### src/rtl/aes_out_serializer.sv
// -----------------------------------------------------------------------------
// aes_out_serializer
//
// Downstream stage of the AES-128 core. Each rising edge of aes_valid captures
// one 128-bit ciphertext block into a small block FIFO. The head block is then
// emitted as sixteen bytes over a valid/ready byte stream. The core is never
// stalled. When the FIFO is full, a new block is dropped. Drops are reported
// through a sticky overflow flag and a saturating drop counter.
//
// Parameters
//   DEPTH      number of 128-bit block entries (power of 2, >= 2)
//   MSB_FIRST  1: first byte is bits [127:120]; 0: first byte is bits [7:0]
//
// Ports
//   clk             clock, all state updates on posedge
//   rst             asynchronous active-high reset
//   aes_out_bus     ciphertext from the AES core
//   aes_valid       core output-valid flag (rising edge = one block)
//   m_data          output byte (registered)
//   m_valid         m_data holds a valid byte
//   m_ready         consumer accepts the byte at posedge when m_valid is high
//   m_last          current byte is byte 15 of its block
//   overflow        sticky: at least one block was dropped
//   clear_overflow  synchronous clear of overflow and drop_count
//   drop_count      number of dropped blocks, saturating at 255
//   level           number of occupied block entries (0..DEPTH)
// -----------------------------------------------------------------------------
module aes_out_serializer #(
  parameter int DEPTH     = 2,
  parameter bit MSB_FIRST = 1'b1
) (
  input  logic                      clk,
  input  logic                      rst,
  input  logic [127:0]              aes_out_bus,
  input  logic                      aes_valid,
  output logic [7:0]                m_data,
  output logic                      m_valid,
  input  logic                      m_ready,
  output logic                      m_last,
  output logic                      overflow,
  input  logic                      clear_overflow,
  output logic [7:0]                drop_count,
  output logic [$clog2(DEPTH):0]    level
);

  localparam int PW = $clog2(DEPTH);
  localparam int LW = PW + 1;

  localparam logic [LW-1:0] FULL_LEVEL = LW'(DEPTH);
  localparam logic [3:0]    LAST_IDX   = 4'd15;
  localparam logic [7:0]    DROP_MAX   = 8'd255;

  // ---------------------------------------------------------------------------
  // State
  // ---------------------------------------------------------------------------
  logic [127:0]  mem_q [DEPTH];

  logic [PW-1:0] wr_ptr_q, wr_ptr_d;
  logic [PW-1:0] rd_ptr_q, rd_ptr_d;
  logic [LW-1:0] level_q, level_d;
  logic [3:0]    idx_q, idx_d;
  logic          valid_q, valid_d;
  logic          overflow_q, overflow_d;
  logic [7:0]    drop_count_q, drop_count_d;
  logic [7:0]    m_data_q, m_data_d;

  // ---------------------------------------------------------------------------
  // Events
  // ---------------------------------------------------------------------------
  logic push_evt;    // rising edge of aes_valid
  logic xfer;        // byte accepted by the consumer
  logic pop;         // last byte of the head block accepted
  logic full;
  logic push_acc;    // block is written into the FIFO
  logic drop;        // block is lost

  logic [127:0] head_blk_d;

  // Select byte number idx of a block, in stream order.
  function automatic logic [7:0] sel_byte(input logic [127:0] blk,
                                          input logic [3:0]   idx);
    logic [3:0] pos;
    pos = MSB_FIRST ? (LAST_IDX - idx) : idx;
    return blk[{pos, 3'b000} +: 8];
  endfunction

  always_comb begin
    push_evt = aes_valid && !valid_q;
    xfer     = (level_q != '0) && m_ready;
    pop      = xfer && (idx_q == LAST_IDX);
    full     = (level_q == FULL_LEVEL);
    // A pop at the same edge frees the entry, so a full FIFO can still
    // accept the new block.
    push_acc = push_evt && (!full || pop);
    drop     = push_evt && full && !pop;
  end

  // ---------------------------------------------------------------------------
  // Next-state logic
  // ---------------------------------------------------------------------------
  always_comb begin
    // NOTE: every variable gets a default first, so no path through this
    // block can leave one unassigned and infer a latch.
    wr_ptr_d     = wr_ptr_q;
    rd_ptr_d     = rd_ptr_q;
    level_d      = level_q;
    idx_d        = idx_q;
    valid_d      = aes_valid;
    overflow_d   = overflow_q;
    drop_count_d = drop_count_q;
    head_blk_d   = '0;
    m_data_d     = '0;

    if (push_acc) begin
      wr_ptr_d = wr_ptr_q + PW'(1);
    end

    if (xfer) begin
      idx_d = idx_q + 4'd1;           // wraps 15 -> 0
    end

    if (pop) begin
      rd_ptr_d = rd_ptr_q + PW'(1);
    end

    case ({push_acc, pop})
      2'b10:   level_d = level_q + LW'(1);
      2'b01:   level_d = level_q - LW'(1);
      default: level_d = level_q;
    endcase

    // The clear is applied first so that a drop on the same edge
    // is still recorded as overflow=1, drop_count=1.
    if (clear_overflow) begin
      overflow_d   = 1'b0;
      drop_count_d = '0;
    end
    if (drop) begin
      overflow_d = 1'b1;
      if (drop_count_d != DROP_MAX) begin
        drop_count_d = drop_count_d + 8'd1;
      end
    end

    // Registered head-byte mux. It looks ahead to the head entry after this
    // edge. If that entry is being written at this same edge, it takes the
    // block straight from the bus. This covers an empty FIFO and a pop that
    // drains the last stored block while a new one arrives.
    if (push_acc && (wr_ptr_q == rd_ptr_d)) begin
      head_blk_d = aes_out_bus;
    end else begin
      head_blk_d = mem_q[rd_ptr_d];
    end

    if (level_d != '0) begin
      m_data_d = sel_byte(head_blk_d, idx_d);
    end
  end

  // ---------------------------------------------------------------------------
  // Block storage
  // ---------------------------------------------------------------------------
  // NOTE: the storage array has no reset. Its contents are only observed
  // through level/pointers, and those are reset.
  always_ff @(posedge clk) begin
    if (push_acc) begin
      mem_q[wr_ptr_q] <= aes_out_bus;
    end
  end

  // ---------------------------------------------------------------------------
  // Control registers
  // ---------------------------------------------------------------------------
  // NOTE: sequential state is updated only with non-blocking assignments.
  // All flops then sample the pre-edge values together.
  always_ff @(posedge clk or posedge rst) begin
    if (rst) begin
      wr_ptr_q     <= '0;
      rd_ptr_q     <= '0;
      level_q      <= '0;
      idx_q        <= '0;
      // Start "high" so an aes_valid already asserted through reset is not
      // seen as a rising edge.
      valid_q      <= 1'b1;
      overflow_q   <= 1'b0;
      drop_count_q <= '0;
      m_data_q     <= '0;
    end else begin
      wr_ptr_q     <= wr_ptr_d;
      rd_ptr_q     <= rd_ptr_d;
      level_q      <= level_d;
      idx_q        <= idx_d;
      valid_q      <= valid_d;
      overflow_q   <= overflow_d;
      drop_count_q <= drop_count_d;
      m_data_q     <= m_data_d;
    end
  end

  // ---------------------------------------------------------------------------
  // Outputs: all derived from registers only
  // ---------------------------------------------------------------------------
  assign m_data     = m_data_q;
  assign m_valid    = (level_q != '0);
  assign m_last     = m_valid && (idx_q == LAST_IDX);
  assign overflow   = overflow_q;
  assign drop_count = drop_count_q;
  assign level      = level_q;

endmodule

### config.mk
export PLATFORM = sky130hd
export DESIGN_NAME = aes_out_serializer
export DESIGN_NICKNAME = d
export VERILOG_FILES = /design/src/rtl/aes_out_serializer.sv
export SDC_FILE = /design/constraint.sdc
export NUM_CORES = 1
export LEC_CHECK = 0
export CAP_MARGIN = 10
export CORE_AREA = 2 2 199 220
export DETAILED_ROUTE_END_ITERATION = 10
export DIE_AREA = 0 0 201 222
export SLEW_MARGIN = 25
export SYNTH_ARGS = -nofsm -noshare
export SYNTH_HDL_FRONTEND = slang
export SYNTH_SLANG_ARGS = --single-unit
### constraint.sdc
create_clock -name clk -period 14.65 [get_ports clk]
set_input_delay 2.1975 -clock clk [delete_from_list [all_inputs] [get_ports clk]]
set_output_delay 2.1975 -clock clk [all_outputs]
set_load 0.01 [all_outputs]
==> results of run 1 <==
[per-stage QoR]
step	setup WS, ns	util, %	total power [W]	hold WS (ns)
after global routing	8.35	37.5	0.00337	0.586
after CTS	8.59	37.4	0.00323	0.556
after global placement	8.13	34.9	0.00241	0.521
after detailed placement	8.01	34.9	0.00242	0.548
after floorplan	5.94	-	0.00196	0.505
final	8.57	37.5	0.00321	0.549
[worst register-to-register path: stages, from the launching register on]
cell      delay [ns]
dfrtp_1         0.66
ha_1            0.37
o211ai_4        0.17
nor3_4          0.62
nor2_8          0.26
inv_4           0.52
buf_4           0.80
mux4_2          0.63
a211o_1         0.31
a2111o_1        0.42
[power breakdown]
part | switching [W] | total [W] | internal (W)
combinational | 0.000843 | 0.00134 | 0.000498
clock | 0.000311 | 0.000801 | 0.000491
sequential | 0.0000620 | 0.00107 | 0.00101
[cells in the mapped netlist, types with 7 or more instances]
| master | n |
|---|---|
| nor2_1 | 11 |
| o22ai_1 | 10 |
| nor3_1 | 7 |
| clkbuf_1 | 31 |
| buf_4 | 9 |
| mux2_2 | 16 |
| buf_2 | 12 |
| o2111ai_1 | 13 |
| nand2b_1 | 8 |
| a21oi_1 | 23 |
| a31oi_1 | 7 |
| nand3_1 | 89 |
| mux4_2 | 16 |
| a311oi_1 | 9 |
| a222oi_1 | 9 |
| buf_1 | 7 |
| a211oi_1 | 9 |
| nand2_1 | 108 |
| and3_1 | 15 |
| o21ai_0 | 32 |
| inv_1 | 7 |
| dfrtp_1 | 25 |
| a221oi_1 | 9 |
| edfxtp_1 | 256 |
| mux2i_1 | 65 |
| nand4_1 | 10 |
[kinds of logic after synthesis]
family | Yosys count
xor gates and xnor gates | 11
and+or+nand+nor | 277
adders and majority gates | 3
muxes | 98
AOI/OAI and AO/OA | 161
DFF | 282
buffers and inverters | 73
[state kept, by name, indices dropped and copies added (netlist names)]
name        flops
m_data          8
rd_ptr_q        1
overflow        1
level           2
valid_q         1
mem_q         256
drop_count      8
idx_q           4
wr_ptr_q        1
[final timing paths]
path,from,to,slack [ns],cells after the start
min in group asynchronous,rst,m_data[5]$_DFF_PP0_,2.04,3
worst min-delay path,overflow$_DFFE_PP0P_,overflow$_DFFE_PP0P_,0.55,2
max in group asynchronous,rst,valid_q$_DFF_PP1_,12.27,3
worst max register to register,idx_q[0]$_DFF_PP0_,m_data[0]$_DFF_PP0_,9.78,9
worst max-delay path,m_ready,m_data[0]$_DFF_PP0_,8.57,9
worst min register to register,overflow$_DFFE_PP0P_,overflow$_DFFE_PP0P_,0.55,2
[cell type report]
cell class / count / area, µm²
timing repair buffer: 176 / 1740
tap: 567 / 709
inverter: 11 / 43.8
sequential: 282 / 8340
clock inverter: 20 / 263
multi-input combinational: 550 / 3940
clock buffer: 36 / 793
fill: 4011 / 26400
[routing by layer]
metal | share of wire (%) | GRT usage [%] | vias up | wire length [µm]
met5 | 0 | 0 | - | 0
met3 | 7.5 | 2.87 | 55 | 2760
met4 | 3.1 | 5.14 | 0 | 1160
li1 | - | - | 3858 | -
met1 | 40 | 20.7 | 4320 | 14800
met2 | 49 | 27.4 | 384 | 18000
[cell usage in the layout (no fill, tap or decap), drive strengths merged, types with 4 or more instances in the layout]
master         instances
a222oi                 9
a32oi                  4
mux4                  16
inv                    9
nand4                 10
xor2                   5
a31oi                  7
a211oi                 9
mux2                  17
xnor2                  6
nor2b                  5
clkdlybuf4s50        153
clkinv                15
nor3                   8
a221oi                 9
clkbuf                36
edfxtp               256
a211o                  4
o21a                   4
and2                   4
a2111o                 5
a311oi                 9
or3                    5
nand2                108
nor4                   4
nand3                 89
buf                   23
bufinv                 6
nand2b                 8
and3                  15
o21ai                 34
nor2                  12
a21oi                 23
o22ai                 10
o2111ai               14
mux2i                 65
dfrtp                 25
==> metrics, run 1 <==
status=finished clean; Post-Route Setup TNS=0 ns; vias per inst=5.25; Worst setup EP type=flop; post-synthesis simple-gate area fraction=between 10% and 20%; Post-synth EDFFs=256; Worst path max stage delay=approximately 0.76 ns; crit-path cells=clkdlybuf4s50_1 -> o211ai_4 -> nor3_4 -> nor2_8 -> inv_4 -> buf_4 -> mux4_2 -> a211o_1 -> a2111o_1; clock tree buffer depth=3; compound-cell area share of the yosys netlist=about a tenth; Mapped Nets=about 1000; H-tree depth=1; fmax=between 0.15 and 0.2 GHz; row count=just under 80; syn_area_per_cell=~14 µm²; via count=around 8600; yosys warns=0; asr flop ratio synth=under 10%; post-synthesis cell count=~900; post-route clock skew=0.0164 ns; # diodes=0; largest family of logic cells by synthesized area=simple AND/OR/NAND/NOR gates; FF+latch count, synth=approximately 280; Final ANT Viol Nets=0; slew margin rel.=28.2%; Synth Area in Adders=0.298%; Netlist cell types=a little under 70; Final GP Congestion=roughly 0.8; Initial Util=between 20 and 30%; root buffer cell=clkbuf_16; final setup vio count=0; Final period util=about two fifths; Hold Fails Final Rpt=0; RSZ-0062 raised after global routing=false; Max Cap Viol=0; post-synth top area cell=edfxtp_1; Min-Delay Path Class=reg -> reg; hold buffer count at cts=0; layout cells sized above 1=a little under an eighth; # IOs=154; Nets=1187; buffer and inverter count on the worst path=3; final cell count without fillers=between 1500 and 2000; vias in the first global route=8579; CTS tree=built; post-synthesis sequential area ratio=between 60% and 70%; CP arrival=6.52 ns; Crit Path Category=in -> reg; multiplexer area fraction after synthesis=about a tenth; CTS resizes=0; Clock Sinks=282; largest net degree at the start of global routing=73; synth top area cells=edfxtp_1, mux2i_1, dfrtp_1; hpwl dp=24700 µm; worst vdd ir=about 100 µV; CP max FO=49; die height=around 220 µm; die width=approximately 200 µm; area grow syn2layout=25.8%; IO Port Bufs=153; Req. time, crit path=between 15 and 20 ns; Inst Count DP=about 1600; first-pass GRT wire length=54400 µm; initial antenna violation count=0; GRT Total Usage=16.1%; Routed WL per cell=around 22 µm; DR DRC count=0; Lkg Pwr=around 5.4 nW; CTS buffer count=30; Min Clock Period, post-route=6.08 ns; Worst-Margin Slew=1.07 ns; final instance area=approximately 16000 µm²; critical path's slowest cell=buf_4; Post-CTS Repair Setup Buffers=0; TritonRoute pass-1 iters=5; Slew Limit Fails=0; die area=about 45000 µm²; main flop type after synthesis=edfxtp_1; Power Density=approximately 200 nW/µm²; post-synth top area share=roughly three fifths; Worst-Skew Late Latency=0.57 ns; Post-Synthesis Cell Area=12600 µm²; initial DRC count=~780; WL final=roughly 37000 µm; Worst path top cell family by delay=buffers and inverters; placed cell areas=about 15000 µm²; clock-pin slew on the worst setup and hold paths=approximately 0.060 ns; core region area=~42000 µm²; Worst Setup Start Kind=input pin; GRT overflow=0; Synth Area in XOR/XNOR=less than 1%
Power figures use the tool's default switching activity.
==> run 2, diff against run 1 <==
==> constraint.sdc (replaced) <==
create_clock -name clk -period 6 [get_ports clk]
set_input_delay 0.9 -clock clk [delete_from_list [all_inputs] [get_ports clk]]
set_output_delay 0.9 -clock clk [all_outputs]
set_load 0.01 [all_outputs]
==> run 2 against run 1 <==
  * Clock-buffer cell count is 8 higher
  * Sequential power is 140% higher
  * Utilization fell by 0.24 points
  * Clock skew rose by 0.0024 ns
  * Largest cell class unchanged
  * Critical path depth rose by 2
  * Largest power group unchanged
==> metrics, run 2 (same netlist as run 1, synthesis figures left out) <==
status=finished clean; TritonRoute pass-1 iters=8; commonest cells after routing, fill and taps aside=edfxtp_1, clkdlybuf4s50_1, nand2_1; initial antenna violation count=0; most common cell after layout, fill and taps aside=edfxtp_1; H-tree depth=1; vias per inst=between 5 and 6; core region area=42200 µm²; Power Density=between 400 and 500 nW/µm²; Post-CTS Repair Setup Buffers=0; Slew Limit Fails=0; Clock Power Share=about a quarter; GRT Total Usage=15.9%; Psw=approximately 0.003 W; Min-Delay Path Class=reg -> reg; Initial Util=between 20 and 30%; sw frac=between 30% and 40%; area grow syn2layout=25.0%; Worst-Skew Late Latency=0.58 ns; Crit Path Category=reg -> reg; CTS buffer count=30; first-pass GRT wire length=approximately 54000 µm; hold buffer count at cts=0; most flop-heavy register=mem_q; vias in the first global route=roughly 8700; max reg flops=between 200 and 300; Max Cap Viol=0; die area=44600 µm²; IO Port Bufs=153; Final period util=about three quarters; CTS tree=built; Lkg Pwr=between 5 and 6 nW; WL final=about 36000 µm; Final Worst Setup Slack=1.49 ns; largest net degree at the start of global routing=85; Routed WL per cell=22.0 µm; root buffer cell=clkbuf_16; via count=8623; fmax=between 0.2 and 0.25 GHz; Tot Pwr=between 0.007 and 0.008 W; clock-pin slew on the worst setup and hold paths=~0.06 ns; hpwl dp=about 24000 µm; Comb power frac=around 43%; GRT overflow=0; RSZ-0062 raised after global routing=false; CTS resizes=0; slew margin rel.=between 20 and 30%; DR DRC count=0; worst vdd ir=a little over 400 µV; Min Clock Period, post-route=~4.5 ns; Cell Int Power=around 0.0047 W; Worst-Margin Slew=approximately 1.1 ns; Util after Layout=roughly 37%; final setup vio count=0; layout cells sized above 1=between 10% and 20%; fill count=roughly 4000; post-route clock skew=0.0188 ns; Worst setup EP type=flop; die width=201 µm; CP max FO=14; initial DRC count=834; Clock Sinks=between 200 and 300; Hold Fails Final Rpt=0; Post-Route Setup TNS=0 ns; die height=approximately 220 µm; Final GP Congestion=~0.8; clock tree buffer depth=3; Inst Count DP=between 1500 and 2000; Worst Setup Start Kind=flop; # diodes=0; Final ANT Viol Nets=0; Nets=between 1000 and 1500; row count=between 70 and 80; final cell count without fillers=1639; CP arrival=a little under 5 ns; Flop pwr share=between 30% and 40%; # IOs=between 150 and 200; Req. time, crit path=about 6.4 ns; dpl ws=1.11 ns
-- run 2: critical path, cell delays in order (launching register included) --
cell       delay [ns]
dfrtp_1          0.57
ha_1             0.39
o211ai_4         0.18
nor2_1           0.15
o21ai_0          0.73
ha_1             0.38
xnor2_1          0.16
nor3_1           0.77
or3_1            0.36
nor2_1           0.07
a2111oi_0        0.42
o2111ai_1        0.18
-- run 2: cell type report --
class | instances | area, µm² | area share, %
well taps | 567 | 709 | 4.51
inverters | 11 | 43.8 | 0.279
multi-input cells | 550 | 3940 | 25.0
repair buffers | 173 | 1710 | 10.9
clock buffers | 44 | 843 | 5.36
clock inverters | 12 | 143 | 0.907
flip-flops and latches | 282 | 8340 | 53.0
-- run 2: worst paths after layout --
| check | startpoint | endpoint | slack [ns] | cells past startpoint |
|---|---|---|---|---|
| max | idx_q[0]$_DFF_PP0_ | m_data[5]$_DFF_PP0_ | 1.49 | 11 |
| max in group asynchronous | rst | m_data[2]$_DFF_PP0_ | 4.83 | 2 |
| min | overflow$_DFFE_PP0P_ | overflow$_DFFE_PP0P_ | 0.52 | 2 |
| max reg2reg | idx_q[0]$_DFF_PP0_ | m_data[5]$_DFF_PP0_ | 1.49 | 11 |
| min reg2reg | overflow$_DFFE_PP0P_ | overflow$_DFFE_PP0P_ | 0.52 | 2 |
| min in group asynchronous | rst | m_data[4]$_DFF_PP0_ | 0.75 | 2 |
-- run 2: routing by layer --
layer  share of wire (%)  up-vias  GRT usage, %
met1                  42     4328          21.4
met5                   0        -             0
met4                 2.4        0          4.13
met2                  49      380          26.7
met3                 7.0       59          2.50
li1                    -     3856             -
-- run 2: power by group through the flow --
stage,sequential (W),clock (W),combinational [W]
CTS,0.00261,0.00187,0.00330
floorplan,0.00264,0,0.00216
finish,0.00261,0.00184,0.00330
detailed placement,0.00265,0,0.00329
global placement,0.00264,0,0.00328
global route,0.00264,0.00194,0.00355
-- run 2: through the flow --
step	hold WS, ns	area (µm²)
final	0.519	15700
after global routing	0.588	15700
after floorplan	0.505	12600
after global placement	0.515	14700
after CTS	0.524	15700
after detailed placement	0.513	14700
==> run 3, diff against run 2 <==
==> constraint.sdc (replaced) <==
create_clock -name clk -period 3.7 [get_ports clk]
set_input_delay 0.555 -clock clk [delete_from_list [all_inputs] [get_ports clk]]
set_output_delay 0.555 -clock clk [all_outputs]
set_load 0.01 [all_outputs]
==> run 3 against run 2 <==
  * Clock-buffer cell count shrank 1
  * Utilization grew 0.88 points
  * Worst hold slack lost 0.15 ns
  * Combinational power grew 77%
  * Critical endpoint is now m_data[1]$_DFF_PP0_
  * Sequential share of layout area shrank 1.2 points
  * Flip-flop and latch count is the same
==> metrics, run 3 (same netlist as run 1, synthesis figures left out) <==
hpwl dp=between 20000 and 30000 µm; status=finished clean; Power Density=808 nW/µm²; final setup vio count=0; worst vdd ir=between 500 and 600 µV; Hold Fails Final Rpt=0; initial DRC count=about 760; Cell Int Power=0.00800 W; Routed WL per cell=approximately 22 µm; WL final=37500 µm; Util after Layout=a little under two fifths; commonest cells after routing, fill and taps aside=edfxtp_1, clkdlybuf4s50_1, nand2_1; row count=79; largest net degree at the start of global routing=between 60 and 70; vias per inst=approximately 5.3; TritonRoute pass-1 iters=6; die area=between 40000 and 50000 µm²; Worst Setup Start Kind=flop; Nets=1227; footprint of the multi-input gates=roughly 4000 µm²; root buffer cell=clkbuf_16; H-tree depth=1; Final ANT Viol Nets=0; final cell count without fillers=between 1500 and 2000; GRT overflow=0; Reg area=roughly 8300 µm²; Final GP Congestion=just over 0.8; CTS buffer count=31; Lkg Pwr=5.56 nW; Inst Count DP=between 1500 and 2000; # IOs=around 150; Flop pwr share=around a third; first-pass GRT wire length=around 55000 µm; DR DRC count=0; fill count=4023; CTS tree=built; RSZ-0062 raised after global routing=false; Clock Sinks=about 280; Initial Util=between 20% and 30%; CP max FO=22; Worst setup EP type=flop; most flop-heavy register=mem_q; final hold slack=0.367 ns; area grow syn2layout=27.9%; Post-CTS Repair Setup Buffers=0; via count=roughly 8900; IO Port Bufs=153; Slew Limit Fails=0; Min-Delay Path Class=in -> async; Psw=between 0.005 and 0.006 W; GRT Total Usage=about 16%; hold buffer count at cts=0; CP arrival=about 3.8 ns; clock tree buffer depth=3; core region area=approximately 42000 µm²; Min Clock Period, post-route=around 3.4 ns; layout cells sized above 1=13.5%; slew margin rel.=a little under 50%; Worst-Margin Slew=about 0.74 ns; die width=201 µm; vias in the first global route=approximately 8900; Crit Path Category=reg -> reg; Max Cap Viol=0; max reg flops=about 260; clock-pin slew on the worst setup and hold paths=about 0.060 ns; Clock Power Share=22.6%; initial antenna violation count=1; Worst-Skew Late Latency=0.58 ns; CTS resizes=0; most common cell after layout, fill and taps aside=edfxtp_1; post-route clock skew=about 0.02 ns; Post-Route Setup TNS=0 ns; fmax=about 0.29 GHz; Comb power frac=around 45%; sw frac=around two fifths; die height=222 µm; Final period util=91.7%; Req. time, crit path=a little over 4 ns
[run 3: cell count changes in the layout (fill, tap and decap cells not counted), moves of 3 or more]
| cell | previous run | this run |
|---|---|---|
| clkinv_2 | 7 | 4 |
| buf_4 | 18 | 53 |
| clkbuf_8 | 4 | 0 |
| clkinv_1 | 2 | 6 |
| buf_12 | 2 | 9 |
[run 3: worst paths after layout]
check | startpoint | to | slack (ns) | cells after the start
worst max-delay path | idx_q[1]$_DFF_PP0_ | m_data[1]$_DFF_PP0_ | 0.31 | 10
worst min-delay path | rst | drop_count[6]$_DFF_PP0_ | 0.37 | 3
worst max register to register | idx_q[1]$_DFF_PP0_ | m_data[1]$_DFF_PP0_ | 0.31 | 10
worst min register to register | overflow$_DFFE_PP0P_ | overflow$_DFFE_PP0P_ | 0.53 | 2
max in group asynchronous | rst | valid_q$_DFF_PP1_ | 3.00 | 3
min in group clk | aes_valid | valid_q$_DFF_PP1_ | 0.43 | 1
[run 3: area by class of cell]
| cell class | count | share of cell area, % |
|---|---|---|
| sequential | 282 | 51.8 |
| timing repair buffer | 215 | 13.1 |
| clock buffer | 43 | 5.10 |
| antenna | 1 | 0.0155 |
| inverter | 11 | 0.272 |
| clock inverter | 14 | 0.871 |
| multi-input combinational | 550 | 24.4 |
| tap | 567 | 4.41 |
[run 3: power by group through the flow]
stage	clock (W)	combinational, W	sequential, W
after floorplan	0	0.00350	0.00424
after global placement	0	0.00579	0.00426
after detailed placement	0	0.00584	0.00427
after CTS	0.00298	0.00585	0.00421
after global routing	0.00310	0.00625	0.00425
final	0.00294	0.00585	0.00421
[run 3: metrics by stage]
step           total power, W  instance area, µm²  setup slack (ns)
3_3_place_gp           0.0101               15100            0.0809
6_report               0.0130               16100             0.306
5_1_grt                0.0136               16100            0.0749
4_1_cts                0.0130               16100             0.335
2_1_floorplan         0.00774               12600             -1.40
3_5_place_dp           0.0101               15100            0.0499
[run 3: critical path, stage by stage, from the launching register on]
cell and delay (ns):
dfrtp_1 0.52, ha_1 0.38, o211ai_4 0.19, nor3_4 0.31, nor2_8 0.06, inv_4 0.29, buf_4 0.23, mux2_2 0.35
a221oi_1 0.38, o21ai_0 0.16, a2111o_1 0.38
[run 3: metal layers]
layer  global-route usage [%]  vias to the layer above  routed length (µm)
li1                         -                     3944                   -
met1                     21.2                     4440               15000
met2                     27.9                      412               18300
met3                     2.57                       72                2900
met4                     5.90                        0                1260
met5                        0                        -                   0
